### config.mk
export PLATFORM = sky130hd
export DESIGN_NAME = pulse_shaper
export DESIGN_NICKNAME = d
export VERILOG_FILES = /design/src/rtl/pulse_shaper.sv
export SDC_FILE = /design/constraint.sdc
export NUM_CORES = 1
export LEC_CHECK = 0
export CORE_MARGIN = 2
export CORE_UTILIZATION = 46
export CTS_BUF_LIST = sky130_fd_sc_hd__clkbuf_8
export DETAILED_ROUTE_END_ITERATION = 10
export PLACE_DENSITY = 0.69
export SLEW_MARGIN = 20
export SYNTH_ARGS = -nofsm -noshare
export SYNTH_HDL_FRONTEND = slang
export SYNTH_SLANG_ARGS = --single-unit
### constraint.sdc
create_clock -name clk -period 4.32 [get_ports clk]
set_clock_uncertainty 0.1 [all_clocks]
set_input_delay 1.296 -clock clk [delete_from_list [all_inputs] [get_ports clk]]
set_output_delay 1.296 -clock clk [all_outputs]
set_load 0.01 [all_outputs]
### src/rtl/pulse_shaper.sv
// pulse_shaper
//   Turns single-cycle request pulses into clean fixed-width high windows.
//   Each accepted request produces exactly hightime cycles of shaped=1,
//   always followed by at least lowtime cycles of shaped=0. Requests that
//   arrive while a window or gap is in progress are queued in a saturating
//   counter; a request that finds the queue full is lost and flagged.
//
// Ports
//   clk      in   sole clock, rising edge
//   reset    in   synchronous, active-high; clears all state
//   trigger  in   request pulse (clk domain), one request per high cycle
//   shaped   out  registered output level, one high window per request
//   busy     out  registered, 1 while a window or its gap is in progress
//   pending  out  registered count of queued requests not yet started
//   dropped  out  registered one-cycle pulse when a request is lost
module pulse_shaper #(
   parameter int counterwidth = 4,
   parameter int hightime     = 4,
   parameter int lowtime      = 4,
   parameter int pendwidth    = 2
) (
   input  logic                 clk,
   input  logic                 reset,
   input  logic                 trigger,
   output logic                 shaped,
   output logic                 busy,
   output logic [pendwidth-1:0] pending,
   output logic                 dropped
);

   typedef enum logic [1:0] {
      IDLE = 2'd0,
      HIGH = 2'd1,
      GAP  = 2'd2
   } state_t;

   localparam logic [counterwidth-1:0] TIMER_ONE = counterwidth'(1);
   localparam logic [counterwidth-1:0] HIGH_END  = counterwidth'(hightime);
   localparam logic [counterwidth-1:0] LOW_END   = counterwidth'(lowtime);
   localparam logic [pendwidth-1:0]    PEND_ONE  = pendwidth'(1);
   localparam logic [pendwidth-1:0]    PEND_MAX  = '1;

   state_t                 state;
   state_t                 state_nxt;
   logic [counterwidth-1:0] timer;
   logic [counterwidth-1:0] timer_nxt;
   logic [pendwidth-1:0]    pending_nxt;
   logic                    dropped_nxt;

   // Saturating queue increment. The MSB of the result flags that the
   // queue was already full and the request has to be discarded.
   function automatic logic [pendwidth:0] pend_sat_inc(input logic [pendwidth-1:0] p);
      logic [pendwidth:0] r;
      if (p == PEND_MAX) begin
         r = {1'b1, p};
      end else begin
         r = {1'b0, p + PEND_ONE};
      end
      return r;
   endfunction

   // Next-state, timer and queue logic
   always_comb begin
      state_nxt   = state;
      timer_nxt   = timer;
      pending_nxt = pending;
      dropped_nxt = 1'b0;
      case (state)
         IDLE: begin
            if (trigger) begin
               state_nxt = HIGH;
               timer_nxt = TIMER_ONE;
            end
         end
         HIGH: begin
            if (trigger) begin
               {dropped_nxt, pending_nxt} = pend_sat_inc(pending);
            end
            if (timer == HIGH_END) begin
               state_nxt = GAP;
               timer_nxt = TIMER_ONE;
            end else begin
               timer_nxt = timer + TIMER_ONE;
            end
         end
         GAP: begin
            if (timer == LOW_END) begin
               if (pending != '0) begin
                  // Start the oldest queued request; a simultaneous new
                  // trigger takes the slot it frees, so the count is unchanged.
                  state_nxt = HIGH;
                  timer_nxt = TIMER_ONE;
                  if (!trigger) begin
                     pending_nxt = pending - PEND_ONE;
                  end
               end else if (trigger) begin
                  // Empty queue: the coincident trigger starts directly.
                  state_nxt = HIGH;
                  timer_nxt = TIMER_ONE;
               end else begin
                  state_nxt = IDLE;
                  timer_nxt = '0;
               end
            end else begin
               timer_nxt = timer + TIMER_ONE;
               if (trigger) begin
                  {dropped_nxt, pending_nxt} = pend_sat_inc(pending);
               end
            end
         end
         default: begin
            state_nxt = IDLE;
            timer_nxt = '0;
         end
      endcase
   end

   // State and registered outputs
   always_ff @(posedge clk) begin
      if (reset) begin
         state   <= IDLE;
         timer   <= '0;
         shaped  <= 1'b0;
         busy    <= 1'b0;
         pending <= '0;
         dropped <= 1'b0;
      end else begin
         state   <= state_nxt;
         timer   <= timer_nxt;
         shaped  <= (state_nxt == HIGH);
         busy    <= (state_nxt != IDLE);
         pending <= pending_nxt;
         dropped <= dropped_nxt;
      end
   end

endmodule
# --- Yosys cells after proc, flatten, opt, wreduce, memory -nomap -nowiden ---
# Index checks and enable logic that the tools add are counted.
# W data, S select, Z words.
classes:
  add_sub_neg: 3
  eq_ne: 8
  mux: 21
  n_reduce_logical: 5
op_table:
  columns: ["cell", "n"]
  rows:
  - ["$mux W2", 7]
  - ["$mux W4", 3]
  - ["$pmux W4 S3", 1]
  - ["$mux W1", 6]
  - ["$ne A3 B3 Y1 const B", 2]
  - ["$pmux W2 S3", 1]
  - ["$reduce_bool A2 Y1", 3]
  - ["$add A4 B1 Y4 const B", 1]
  - ["$eq A2 B1 Y1 const B", 2]
  - ["$eq A2 B2 Y1 const B", 2]
  - ["$eq A4 B3 Y1 const B", 1]
  - ["$pmux W2 S2", 1]
  - ["$mux W3", 1]
  - ["$reduce_and A3 Y1", 1]
  - ["$add A2 B1 Y2 const B", 1]
  - ["$logic_not A2 Y1", 1]
  - ["$ne A2 B2 Y1 const B", 1]
  - ["$pmux W1 S2", 1]
  - ["$sub A2 B1 Y2 const B", 1]
totals:
  regBits: 11
  input_bits: 3

# --- Logic depth before layout (Yosys ltp) ---
# Gate-level depths: netlist of the first run.
depth:
  ltp_word: 5
  mapped_depth: 7
  mapped_depth_nobuf: 6

# --- Worst setup path after synthesis of the first run ---
# OpenSTA, ideal clock, no wires.
synth_path:
  path_type: "in2reg"
  start: "input port trigger"
  end: "register timer[3]"
  setup_ns: 0.070
  arrival_time_ns: 1.937
  required_ns: 4.150
  setup_slack_ns: 2.213
  path_stages: 3
  cell_sequence: "nor2b_1 > or4_1 > a21oi_1"
synth_via:
  elab_chain_len: 1
synth_rtl:
  columns: ["item", "line_no", "rtl"]
  rows:
  - ["start: declaration", "24", "input logic trigger,"]
  - ["$ne A2 B2 Y1 (no line)", null, null]
  - ["end signal: assignment", "129", "timer <= timer_nxt;"]
  - ["end: declaration", "45", "logic [counterwidth-1:0] timer;"]
# No other way between the ends.
# A chain may end at the register's enable or synchronous reset.

# --- Worst setup path in the final report of the first run ---
# Same ends and word-level chain as after synthesis.

==> metrics.md, run 1 <==
| Metric | Value |
|---|---|
| Result of the run | finished, final reports clean |
| Kind of capture point of the worst setup path | register |
| Fraction of layout instances using a drive strength above 1 | under 10% |
| PortBufs | 7 |
| Die footprint | 0.00204 mm² |
| Final-report max-slew violation count | 0 |
| CTS-repair resized insts | 0 |
| DRC viols | 0 |
| Critical Setup Path Class | in -> reg |
| Compound-cell area share of the yosys netlist | around a fifth |
| Part of the total power dissipated in combinational logic | about 17% |
| Routed vias | 685 |
| Placed Instances | 113 |
| Height of the die | between 40 and 50 µm |
| Period Utilization, post-route | 65.6% |
| Pleak | 0.360 nW |
| Switching power summed over all nets | roughly 74 µW |
| Post-synthesis net count | 106 |
| Number of rows created at floorplan | 14 |
| Number of antenna-violating nets in the routed design | 0 |
| Post-CTS Hold Fix Bufs | 0 |
| Area leader, netlist | sky130_fd_sc_hd__dfxtp_1 |
| Fill cells | 147 |
| Area of the multi-input gates | about 500 µm² |
| Cell at the root of the clock tree | sky130_fd_sc_hd__clkbuf_8 |
| Final critical-path required period | 2.84 ns |
| Top-level I/O count | 8 |
| Register area share after synthesis | ~28% |
| Initial Util | approximately half |
| Final Non-Filler Cells | about 120 |
| Number of enable flip-flop cells after synthesis | 0 |
| Largest vdd supply drop | 0.000238 V |
| Final setup vio count | 0 |
| Net total in the final layout | 114 |
| Post-DR wirelength/cell | ~14 µm |
| Avg Synthesized Cell Area | 8.29 µm² |
| Most used flip-flop cell after synthesis | sky130_fd_sc_hd__dfxtp_1 |
| Count of state elements after synthesis | 11 |
| TritonCTS clock tree | yes |
| Synth-to-Final Area Change | 13.3% |
| Setup crit start | trigger |
| Total power density per cell area | between 200 and 300 mW/mm² |
| Unrepaired setup endpoints after global routing | false |
| Most instantiated cells after synthesis | 11 x sky130_fd_sc_hd__dfxtp_1, 9 x sky130_fd_sc_hd__ha_1, 9 x sky130_fd_sc_hd__nand3_1, 9 x sky130_fd_sc_hd__nor2_1 |
| Critical-path maximum fanout | 16 |
| Global Route Usage Sum | 18.5% |
| Sw Ratio | ~28% |
| Detail-routed via count per cell | between 5 and 6 |
| Detailed router's first-iteration violation count | 18 |
| Share of the synthesized area in the top cell type | 28.3% |
| Share of synthesized cell area in full adder, half adder and majority cells | between 10% and 20% |
| Number of instances in the synthesized netlist | 94 |
| Arrival time worst endpoint | 2.91 ns |
| Post-CTS Setup Bufs | 0 |
| Grt total ovfl | 0 |
| First-pass GRT wire length | around 2600 µm |
| Number of unique standard cell types used by synthesis | 31 |
| Number of max-capacitance violations reported | 0 |
| Internal power | 189 µW |
| GP Congestion | ~0.85 |
| Sequential cell area in the final layout | 220 µm² |
| Most numerous cell in the Yosys netlist | sky130_fd_sc_hd__dfxtp_1 |
| Max transition margin | ~66% |
| Clock latency of the later-clocked register in the worst-skew pair | 0.25 ns |
| Post-CTS clock slew at the launch and capture registers of the worst setup and hold paths | 0.05 ns |
| Endpoint of the most critical setup path | timer[3]$_SDFFE_PP0P_ |
| Share of flip-flops with an asynchronous set or reset | 0% |
| Reg-to-Reg Start | state[0]$_SDFF_PP0_ |
| Slew of the pin with the lowest slew margin | 0.508 ns |
| Hold Violations, Final | 0 |
| Depth of the most critical reg-to-reg path | 6 |
| Area of the core region | ~0.0015 mm² |
| Die Width | 45.2 µm |
| Initial antenna violation count | 0 |
| Hold Path Depth | 2 |
| Synth Area in XOR/XNOR | 0% |
| Fraction of the mapped netlist area in simple logic gates | ~29% |
| Sequential group share of total power | a little over two fifths |
| Dominant combinational cell family by area after synthesis | simple AND/OR/NAND/NOR gates |
| First drt pass iteration count | 4 |
| Max Fclk | 353 MHz |
| Clock sink count | 11 |
| Worst-case register-to-register setup slack | ~2.5 ns |
| Number of levels in the clock H-tree | 1 |
| Worst hold path type | reg -> reg |
| Summed instance area of the synthesized netlist | around 800 µm² |
| Buffer depth of the longest clock path | 2 |
| Number of diodes | 0 |
| Critical Path Start Type | input port |
| Number of warnings printed during yosys synthesis | 0 |
| Fin Setup TNS | 0 ns |
| Largest cells by area after synthesis | sky130_fd_sc_hd__dfxtp_1 28%, sky130_fd_sc_hd__ha_1 14%, sky130_fd_sc_hd__nand3_1 5.8% |
| Mux contribution to synthesized area | 0% |
| Critical R2R Capture | busy$_SDFF_PP0_ |
| Data required time of the worst path | 4.40 ns |
| Clock share of power | 40.6% |
| Via count of the first global-routing pass | 628 |
| Pin count of the biggest net entering global routing | 17 |
| Number of buffers created by CTS | 3 |
| Total wire length | 1590 µm |
| Detailed-placement wirelength estimate | roughly 1100 µm |
-- how the worst min path moves through the flow --
stage	startpoint	endpoint
floorplan	timer[3]$_SDFFE_PP0P_	timer[3]$_SDFFE_PP0P_
global placement	timer[3]$_SDFFE_PP0P_	timer[3]$_SDFFE_PP0P_
detailed placement	timer[3]$_SDFFE_PP0P_	timer[3]$_SDFFE_PP0P_
CTS	timer[3]$_SDFFE_PP0P_	timer[3]$_SDFFE_PP0P_
global route	timer[1]$_SDFFE_PP0P_	timer[1]$_SDFFE_PP0P_
finish	timer[3]$_SDFFE_PP0P_	timer[3]$_SDFFE_PP0P_
-- power by group through the flow --
stage / Combinational [mW] / Sequential, mW / Clock [mW]
detailed placement: 0.0455 / 0.113 / 0
finish: 0.0459 / 0.111 / 0.107
CTS: 0.0460 / 0.110 / 0.107
global placement: 0.0446 / 0.113 / 0
floorplan: 0.0311 / 0.113 / 0
global route: 0.0514 / 0.111 / 0.114
-- sequential cells by signal (all words and copies together) (netlist names) --
name and flops:
busy 1, dropped 1, pending 2, shaped 1
state 2, timer 4
-- per-layer routing --
metal  part of all wire [%]  track usage (%)  wire length (µm)  vias to the layer above
li1                       -                -                 -                      350
met1                     50             24.4               803                      311
met2                     42             24.3               664                       19
met3                    4.8             4.80                76                        5
met4                    2.9             16.5                46                        0
met5                      0                0                 0                        -
-- critical path: stages --
cell and delay, ns:
sky130_fd_sc_hd__clkdlybuf4s50_1 0.79, sky130_fd_sc_hd__nor2b_1 0.18, sky130_fd_sc_hd__or4_1 0.52, sky130_fd_sc_hd__a21oi_1 0.12
-- cells by family after synthesis --
logic type      count (synthesis)
flops                          11
buf+inv                        12
simple gates                   39
fa+ha+maj                       9
compound gates                 23
-- cell type report --
| class | instances | share of cell area, % |
|---|---|---|
| clock buffers | 3 | 4.67 |
| flip-flops and latches | 11 | 24.9 |
| clock inverters | 1 | 0.425 |
| inverters | 8 | 3.40 |
| well taps | 16 | 2.27 |
| repair buffers | 7 | 7.93 |
| multi-input cells | 71 | 56.4 |
-- layout by cell type (no fill, tap or decap), drive strengths merged, types with 2 or more instances in the layout --
master          n
a21oi           9
clkbuf          3
clkdlybuf4s50   7
dfxtp          11
ha              9
inv             9
nand2           5
nand2b          2
nand3          10
nand4           2
nand4b          2
nor2            9
nor2b           2
nor3            2
o211ai          2
o21ai           5
-- per-stage QoR --
step                      area (µm²)  hold WS [ns]  setup WS [ns]  total power, mW  util [%]
after floorplan                  779         0.369           2.21            0.144         -
after global placement           838         0.392           1.30            0.157      54.4
after detailed placement         838         0.403           1.27            0.158      54.4
after CTS                        883         0.409           1.51            0.264      57.3
after global routing             883         0.442           1.40            0.276      57.3
final                            883         0.410           1.48            0.263      57.3
No activity file was read; power rests on OpenSTA's default activity.
==> inputs of run 2 (changes only) <==
- PLACE_DENSITY: 0.69 -> 0.71
- clock period: 4.32 -> 2.45 ns (I/O delays scaled with it)
==> run 2 against run 1 <==
  * Critical path depth shrank 3
  * Hold slack lost 0.012 ns
  * Via count grew 1.6%
  * Count of clock-buffer cells in the layout is the same
  * Final cell count grew 0.85%
  * Non-clock buffer count grew 1
  * Clock power grew 72%
  * Flip-flop and latch count is the same
  * Final area grew 0.99%
  * Combinational power grew 78%
  * Critical endpoint is now pending[0]
  * Largest cell class unchanged
  * Largest power group unchanged
  * Highest routed layer unchanged
==> metrics.md, run 2 (synthesized netlist as in run 1, its figures left out) <==
| Metric | Value |
|---|---|
| Result of the run | finished, final reports clean |
| Initial Util | 50.6% (unchanged) |
| TritonCTS clock tree | yes |
| Fill cells | 152 (+3.4%) |
| Post-CTS Hold Fix Bufs | 0 (unchanged) |
| Largest registers ranked by flip-flop count | timer x4, pending x2, state x2 |
| Max reg flops | 4 (unchanged) |
| Final setup vio count | 0 (unchanged) |
| Max Fclk | between 400 and 500 MHz |
| Met3 Use GR | 6.00% (+1.2 points) |
| Detail-routed via count per cell | 5.90 (+0.74%) |
| Pleak | 0.364 nW (+0.94%) |
| Fraction of layout instances using a drive strength above 1 | 9.80% (+1.9 points) |
| Max transition margin | 74.1% (+8.0 points) |
| GR peak layer | met2 |
| Slew of the pin with the lowest slew margin | 0.388 ns (-0.120 ns) |
| Pin count of the biggest net entering global routing | 16 (-1) |
| Area of the core region | 0.00154 mm² (unchanged) |
| Buffers and inverters on the worst path | 1 (unchanged) |
| Synth-to-Final Area Change | 14.4% |
| Cell at the root of the clock tree | sky130_fd_sc_hd__clkbuf_8 |
| Slowest-stage cell, CP | sky130_fd_sc_hd__clkdlybuf4s50_1 |
| CTS-repair resized insts | 0 (unchanged) |
| Detailed-placement wirelength estimate | 1150 µm (+7.6%) |
| PortBufs | 7 (unchanged) |
| Total wire length | 1570 µm (-1.6%) |
| Buffer depth of the longest clock path | 2 (unchanged) |
| Final Power | 460 µW (+75%) |
| Endpoint with the worst hold slack | timer[3]$_SDFFE_PP0P_ |
| Routed vias | 696 (+1.6%) |
| Final-report max-slew violation count | 0 (unchanged) |
| Critical Setup Path Class | reg -> out |
| Worst hold path type | reg -> reg |
| Clock latency of the later-clocked register in the worst-skew pair | 0.24 ns (about the same) |
| Number of rows created at floorplan | 14 (unchanged) |
| Post-CTS Setup Bufs | 0 (unchanged) |
| First-pass GRT wire length | 2720 µm (+2.9%) |
| Post-DR wirelength/cell | 13.3 µm (-2.4%) |
| Number of levels in the clock H-tree | 1 (unchanged) |
| Reg-to-Reg Start | state[0]$_SDFF_PP0_ |
| Met1 GRT Util | 23.2% (-1.3 points) |
| Worst hold start | timer[3]$_SDFFE_PP0P_ |
| Critical R2R Capture | busy$_SDFF_PP0_ |
| Initial antenna violation count | 0 (unchanged) |
| Number of buffers created by CTS | 3 (unchanged) |
| Commonest cells after routing, fill and taps aside | 11 x sky130_fd_sc_hd__dfxtp_1, 9 x sky130_fd_sc_hd__nor2_1, 9 x sky130_fd_sc_hd__nand3_1, 9 x sky130_fd_sc_hd__ha_1 |
| Top reg by flops | timer |
| Global Route Usage Sum | 18.9% (+0.40 points) |
| Critical-path maximum fanout | 5 (-11) |
| Net total in the final layout | 115 (+0.88%) |
| Delay of the slowest cell on the worst path | 0.57 ns (-0.22 ns) |
| Total power density per cell area | 515 mW/mm² (+73%) |
| Arrival time worst endpoint | 1.23 ns (-1.68 ns) |
| Die footprint | 0.00204 mm² (unchanged) |
| Via count of the first global-routing pass | 636 (+1.3%) |
| Grt total ovfl | 0 (unchanged) |
| Depth of the most critical reg-to-reg path | 6 (unchanged) |
| Number of max-capacitance violations reported | 0 (unchanged) |
| Largest vdd supply drop | 0.000389 V (+64%) |
| Post-CTS clock slew at the launch and capture registers of the worst setup and hold paths | 0.05 ns (about the same) |
| Global routing usage on met2 | 30.0% (+5.7 points) |
| Height of the die | 45.2 µm (unchanged) |
| Fin Setup TNS | 0 ns (unchanged) |
| Unrepaired setup endpoints after global routing | false |
| Most common cell after layout, fill and taps aside | sky130_fd_sc_hd__dfxtp_1 |
| Critical Path Start Type | register |
| Hold Path Depth | 2 (unchanged) |
| Hold Violations, Final | 0 (unchanged) |
| Number of antenna-violating nets in the routed design | 0 (unchanged) |
| Number of diodes | 0 (unchanged) |
| Period Utilization, post-route | about 84% |
| Kind of capture point of the worst setup path | output pin |
| Worst-case register-to-register setup slack | 0.66 ns (-1.80 ns) |
| Die Width | 45.2 µm (unchanged) |
| Data required time of the worst path | 1.62 ns (-2.78 ns) |
| Final critical-path required period | 2.06 ns |
| Clock sink count | 11 (unchanged) |
| Top-level I/O count | 8 (unchanged) |
| GP Congestion | 0.849 (+0.38%) |
| Detailed router's first-iteration violation count | 19 (+1) |
| First drt pass iteration count | 4 (unchanged) |
| DRC viols | 0 (unchanged) |
| Category of cells accounting for the largest share of critical-path delay | buffers and inverters |
| Cell chain of the critical path | clkdlybuf4s50_1 |
-- run 2: cell count changes in the layout (fill, tap and decap cells not counted) --
cell / before / now
sky130_fd_sc_hd__inv_1: 9 / 8
sky130_fd_sc_hd__buf_4: 0 / 1
sky130_fd_sc_hd__clkinv_2: 0 / 1
-- run 2: worst max-delay path by stage --
| stage | from | end | slack (ns) | depth (start not counted) |
|---|---|---|---|---|
| after floorplan | state[0]$_SDFF_PP0_ | busy$_SDFF_PP0_ | 0.83 | 7 |
| after global placement | reset | busy$_SDFF_PP0_ | 0.34 | 4 |
| after detailed placement | trigger | pending[0]$_SDFFE_PP0P_ | 0.30 | 6 |
| after global routing | pending[0]$_SDFFE_PP0P_ | pending[0] | 0.32 | 1 |
| after CTS | pending[0]$_SDFFE_PP0P_ | pending[0] | 0.37 | 1 |
| final | pending[0]$_SDFFE_PP0P_ | pending[0] | 0.39 | 1 |
-- run 2: area by class of cell --
cell class                      count  area, µm²  share of cell area [%]
Multi-Input combinational cell     71        498                    55.8
Clock buffer                        3       41.3                    4.63
Sequential cell                    11        220                    24.7
Inverter                            8       30.0                    3.37
Clock inverter                      1       5.00                   0.561
Tap cell                           16       20.0                    2.24
Timing Repair Buffer                8       77.6                    8.70
-- run 2: power breakdown --
part	internal, mW	switching, mW
Sequential	0.187	0.00736
Combinational	0.0359	0.0455
Clock	0.112	0.0716
-- run 2: per-stage QoR --
step / instances / cell area, µm² / setup slack, ns / hold WS [ns] / util (%)
CTS: 118 / 892 / 0.374 / 0.402 / 57.9
floorplan: 94 / 779 / 0.828 / 0.369 / -
finish: 118 / 892 / 0.387 / 0.398 / 57.9
global placement: 114 / 846 / 0.344 / 0.388 / 54.9
global route: 118 / 892 / 0.318 / 0.431 / 57.9
detailed placement: 114 / 846 / 0.303 / 0.395 / 54.9
-- run 2: routing by layer --
layer,vias up,wire [µm],share of wire (%)
met5,-,0,0
met4,0,36,2.3
met3,4,97,6.2
met2,21,744,48
met1,320,688,44
li1,351,-,-
==> inputs of run 3 (changes only) <==
- clock period: 2.45 -> 1.7 ns (I/O delays scaled with it)
==> run 3 against run 2 <==
  * Routed wire length up 19%
  * Final cell count up 9.3%
  * Clock power up 43%
  * Via count up 5.7%
  * Register-to-register slack worse by 0.57 ns
  * Non-clock buffer count up 11
  * Global-route usage up 1.9 points
  * Die area unchanged
  * Critical endpoint is now shaped
==> metrics.md, run 3 (synthesized netlist as in run 1, its figures left out) <==
| Metric | Value |
|---|---|
| Slew of the pin with the lowest slew margin | 0.328 ns (-0.0596 ns) |
| Number of antenna-violating nets in the routed design | 0 (unchanged) |
| Critical Path Start Type | register |
| Worst hold path type | reg -> reg |
| Met1 GRT Util | 24.9% (+1.7 points) |
| Delay of the slowest cell on the worst path | 0.52 ns (-0.05 ns) |
| GR peak layer | met2 |
| Max transition margin | 78.1% (+4.0 points) |
| Max Fclk | 597 MHz |
| Worst hold start | pending[0]$_SDFFE_PP0P_ |
| Clock sink count | 11 (unchanged) |
| Detail-routed via count per cell | 5.71 (-3.3%) |
| Result of the run | finished, final reports clean |
| Net total in the final layout | 126 (+9.6%) |
| Area of the core region | 0.00154 mm² (unchanged) |
| Fraction of layout instances using a drive strength above 1 | 27.4% (+18 points) |
| Worst-case register-to-register setup slack | 0.09 ns (-0.57 ns) |
| Category of cells accounting for the largest share of critical-path delay | buffers and inverters |
| Number of buffers created by CTS | 3 (unchanged) |
| Buffers and inverters on the worst path | 1 (unchanged) |
| Max reg flops | 4 (unchanged) |
| Post-route core utilization | 64.9% (+7.0 points) |
| Cell chain of the critical path | clkdlybuf4s50_1 |
| Hold Violations, Final | 0 (unchanged) |
| Fill cells | 139 (-8.6%) |
| Unrepaired setup endpoints after global routing | false |
| Arrival time worst endpoint | 1.06 ns (-0.17 ns) |
| Final setup vio count | 0 (unchanged) |
| Number of diodes | 0 (unchanged) |
| Data required time of the worst path | 1.09 ns (-0.53 ns) |
| Number of levels in the clock H-tree | 1 (unchanged) |
| Detailed router's first-iteration violation count | 17 (-2) |
| Pin count of the biggest net entering global routing | 10 (-6) |
| Kind of capture point of the worst setup path | output pin |
| Final critical-path required period | 1.67 ns |
| Largest vdd supply drop | 0.000441 V (+13%) |
| Total power density per cell area | 688 mW/mm² (+34%) |
| Post-CTS Hold Fix Bufs | 0 (unchanged) |
| Sequential cell area in the final layout | 226 µm² (+2.8%) |
| Top-level I/O count | 8 (unchanged) |
| Number of rows created at floorplan | 14 (unchanged) |
| Buffer depth of the longest clock path | 2 (unchanged) |
| GP Congestion | 0.872 (+2.7%) |
| Slowest-stage cell, CP | sky130_fd_sc_hd__clkdlybuf4s50_1 |
| Period Utilization, post-route | 98.5% |
| Critical Setup Path Class | reg -> out |
| Global Route Usage Sum | 20.8% (+1.9 points) |
| First-pass GRT wire length | 3040 µm (+12%) |
| Clock latency of the later-clocked register in the worst-skew pair | 0.24 ns (about the same) |
| Routed vias | 736 (+5.7%) |
| Pleak | 0.446 nW (+23%) |
| Most common cell after layout, fill and taps aside | sky130_fd_sc_hd__buf_4 |
| Hold Path Depth | 1 (-1) |
| PortBufs | 7 (unchanged) |
| Via count of the first global-routing pass | 701 (+10%) |
| Initial Util | 50.6% (unchanged) |
| Top reg by flops | timer |
| Area of the multi-input gates | 518 µm² (+4.0%) |
| Die Width | 45.2 µm (unchanged) |
| Setup crit start | shaped$_SDFF_PP0_ |
| Met3 Use GR | 6.80% (+0.80 points) |
| Die footprint | 0.00204 mm² (unchanged) |
| Worst hold margin | 0.388 ns (-0.00982 ns) |
| Post-CTS clock slew at the launch and capture registers of the worst setup and hold paths | 0.05 ns (about the same) |
| Post-CTS Setup Bufs | 0 (unchanged) |
| Endpoint with the worst hold slack | pending[0]$_SDFFE_PP0P_ |
| Initial antenna violation count | 0 (unchanged) |
| Number of max-capacitance violations reported | 0 (unchanged) |
| Critical-path maximum fanout | 1 (-4) |
| First drt pass iteration count | 4 (unchanged) |
| Height of the die | 45.2 µm (unchanged) |
| DRC viols | 0 (unchanged) |
| Cell at the root of the clock tree | sky130_fd_sc_hd__clkbuf_8 |
| Synth-to-Final Area Change | 28.3% |
| Detailed-placement wirelength estimate | 1330 µm (+16%) |
| Reg-to-Reg Start | state[0]$_SDFF_PP0_ |
| Critical R2R Capture | busy$_SDFF_PP0_ |
| Global routing usage on met2 | 34.0% (+4.0 points) |
| Depth of the most critical reg-to-reg path | 7 (+1) |
| Grt total ovfl | 0 (unchanged) |
| TritonCTS clock tree | yes |
| Commonest cells after routing, fill and taps aside | 12 x sky130_fd_sc_hd__buf_4, 9 x sky130_fd_sc_hd__nor2_1, 9 x sky130_fd_sc_hd__nand3_1, 8 x sky130_fd_sc_hd__inv_1, 8 x sky130_fd_sc_hd__dfxtp_1 |
| Total wire length | 1870 µm (+19%) |
| Largest registers ranked by flip-flop count | timer x4, pending x2, state x2 |
| Post-DR wirelength/cell | 14.5 µm (+9.1%) |
| Final-report max-slew violation count | 0 (unchanged) |
[run 3: cell type report]
type	instances	area share (%)
multi-input cells	71	51.8
flip-flops and latches	11	22.7
repair buffers	19	15.9
clock buffers	3	4.13
inverters	8	3.00
well taps	16	2.00
clock inverters	1	0.501
[run 3: routing by layer]
layer	share of wire [%]	wire length, µm	vias to the layer above
li1	-	-	370
met1	45	841	348
met2	50	940	16
met3	4.0	75	2
met4	0.54	10	0
met5	0	0	-
[run 3: repair_timing]
| action | CTS | global route |
|---|---|---|
| pin swaps | 0 | 0 |
| setup endpoints to repair | 3 | 6 |
| gates resized for setup | 5 | 10 |
[run 3: worst max path at each step]
stage / cells past startpoint / endpoint
detailed placement: 4 / timer[3]$_SDFFE_PP0P_
floorplan: 7 / busy$_SDFF_PP0_
CTS: 6 / busy$_SDFF_PP0_
global route: 1 / shaped
finish: 1 / shaped
global placement: 4 / timer[3]$_SDFFE_PP0P_
[run 3: through the flow]
| step | TNS, ns | power (mW) | setup WS (ns) | instance area, µm² | cells |
|---|---|---|---|---|---|
| 2_1_floorplan | 0 | 0.367 | 0.0780 | 779 | 94 |
| 3_3_place_gp | -1.22 | 0.421 | -0.213 | 928 | 125 |
| 3_5_place_dp | -1.53 | 0.425 | -0.255 | 928 | 125 |
| 4_1_cts | 0 | 0.694 | 0.000154 | 973 | 129 |
| 5_1_grt | 0 | 0.725 | 0.00158 | 1000 | 129 |
| 6_report | 0 | 0.688 | 0.0253 | 1000 | 129 |
[run 3: report_power, final]
group          internal (mW)  switching (mW)
clock network          0.161           0.102
registers              0.271         0.00818
logic                 0.0685          0.0778
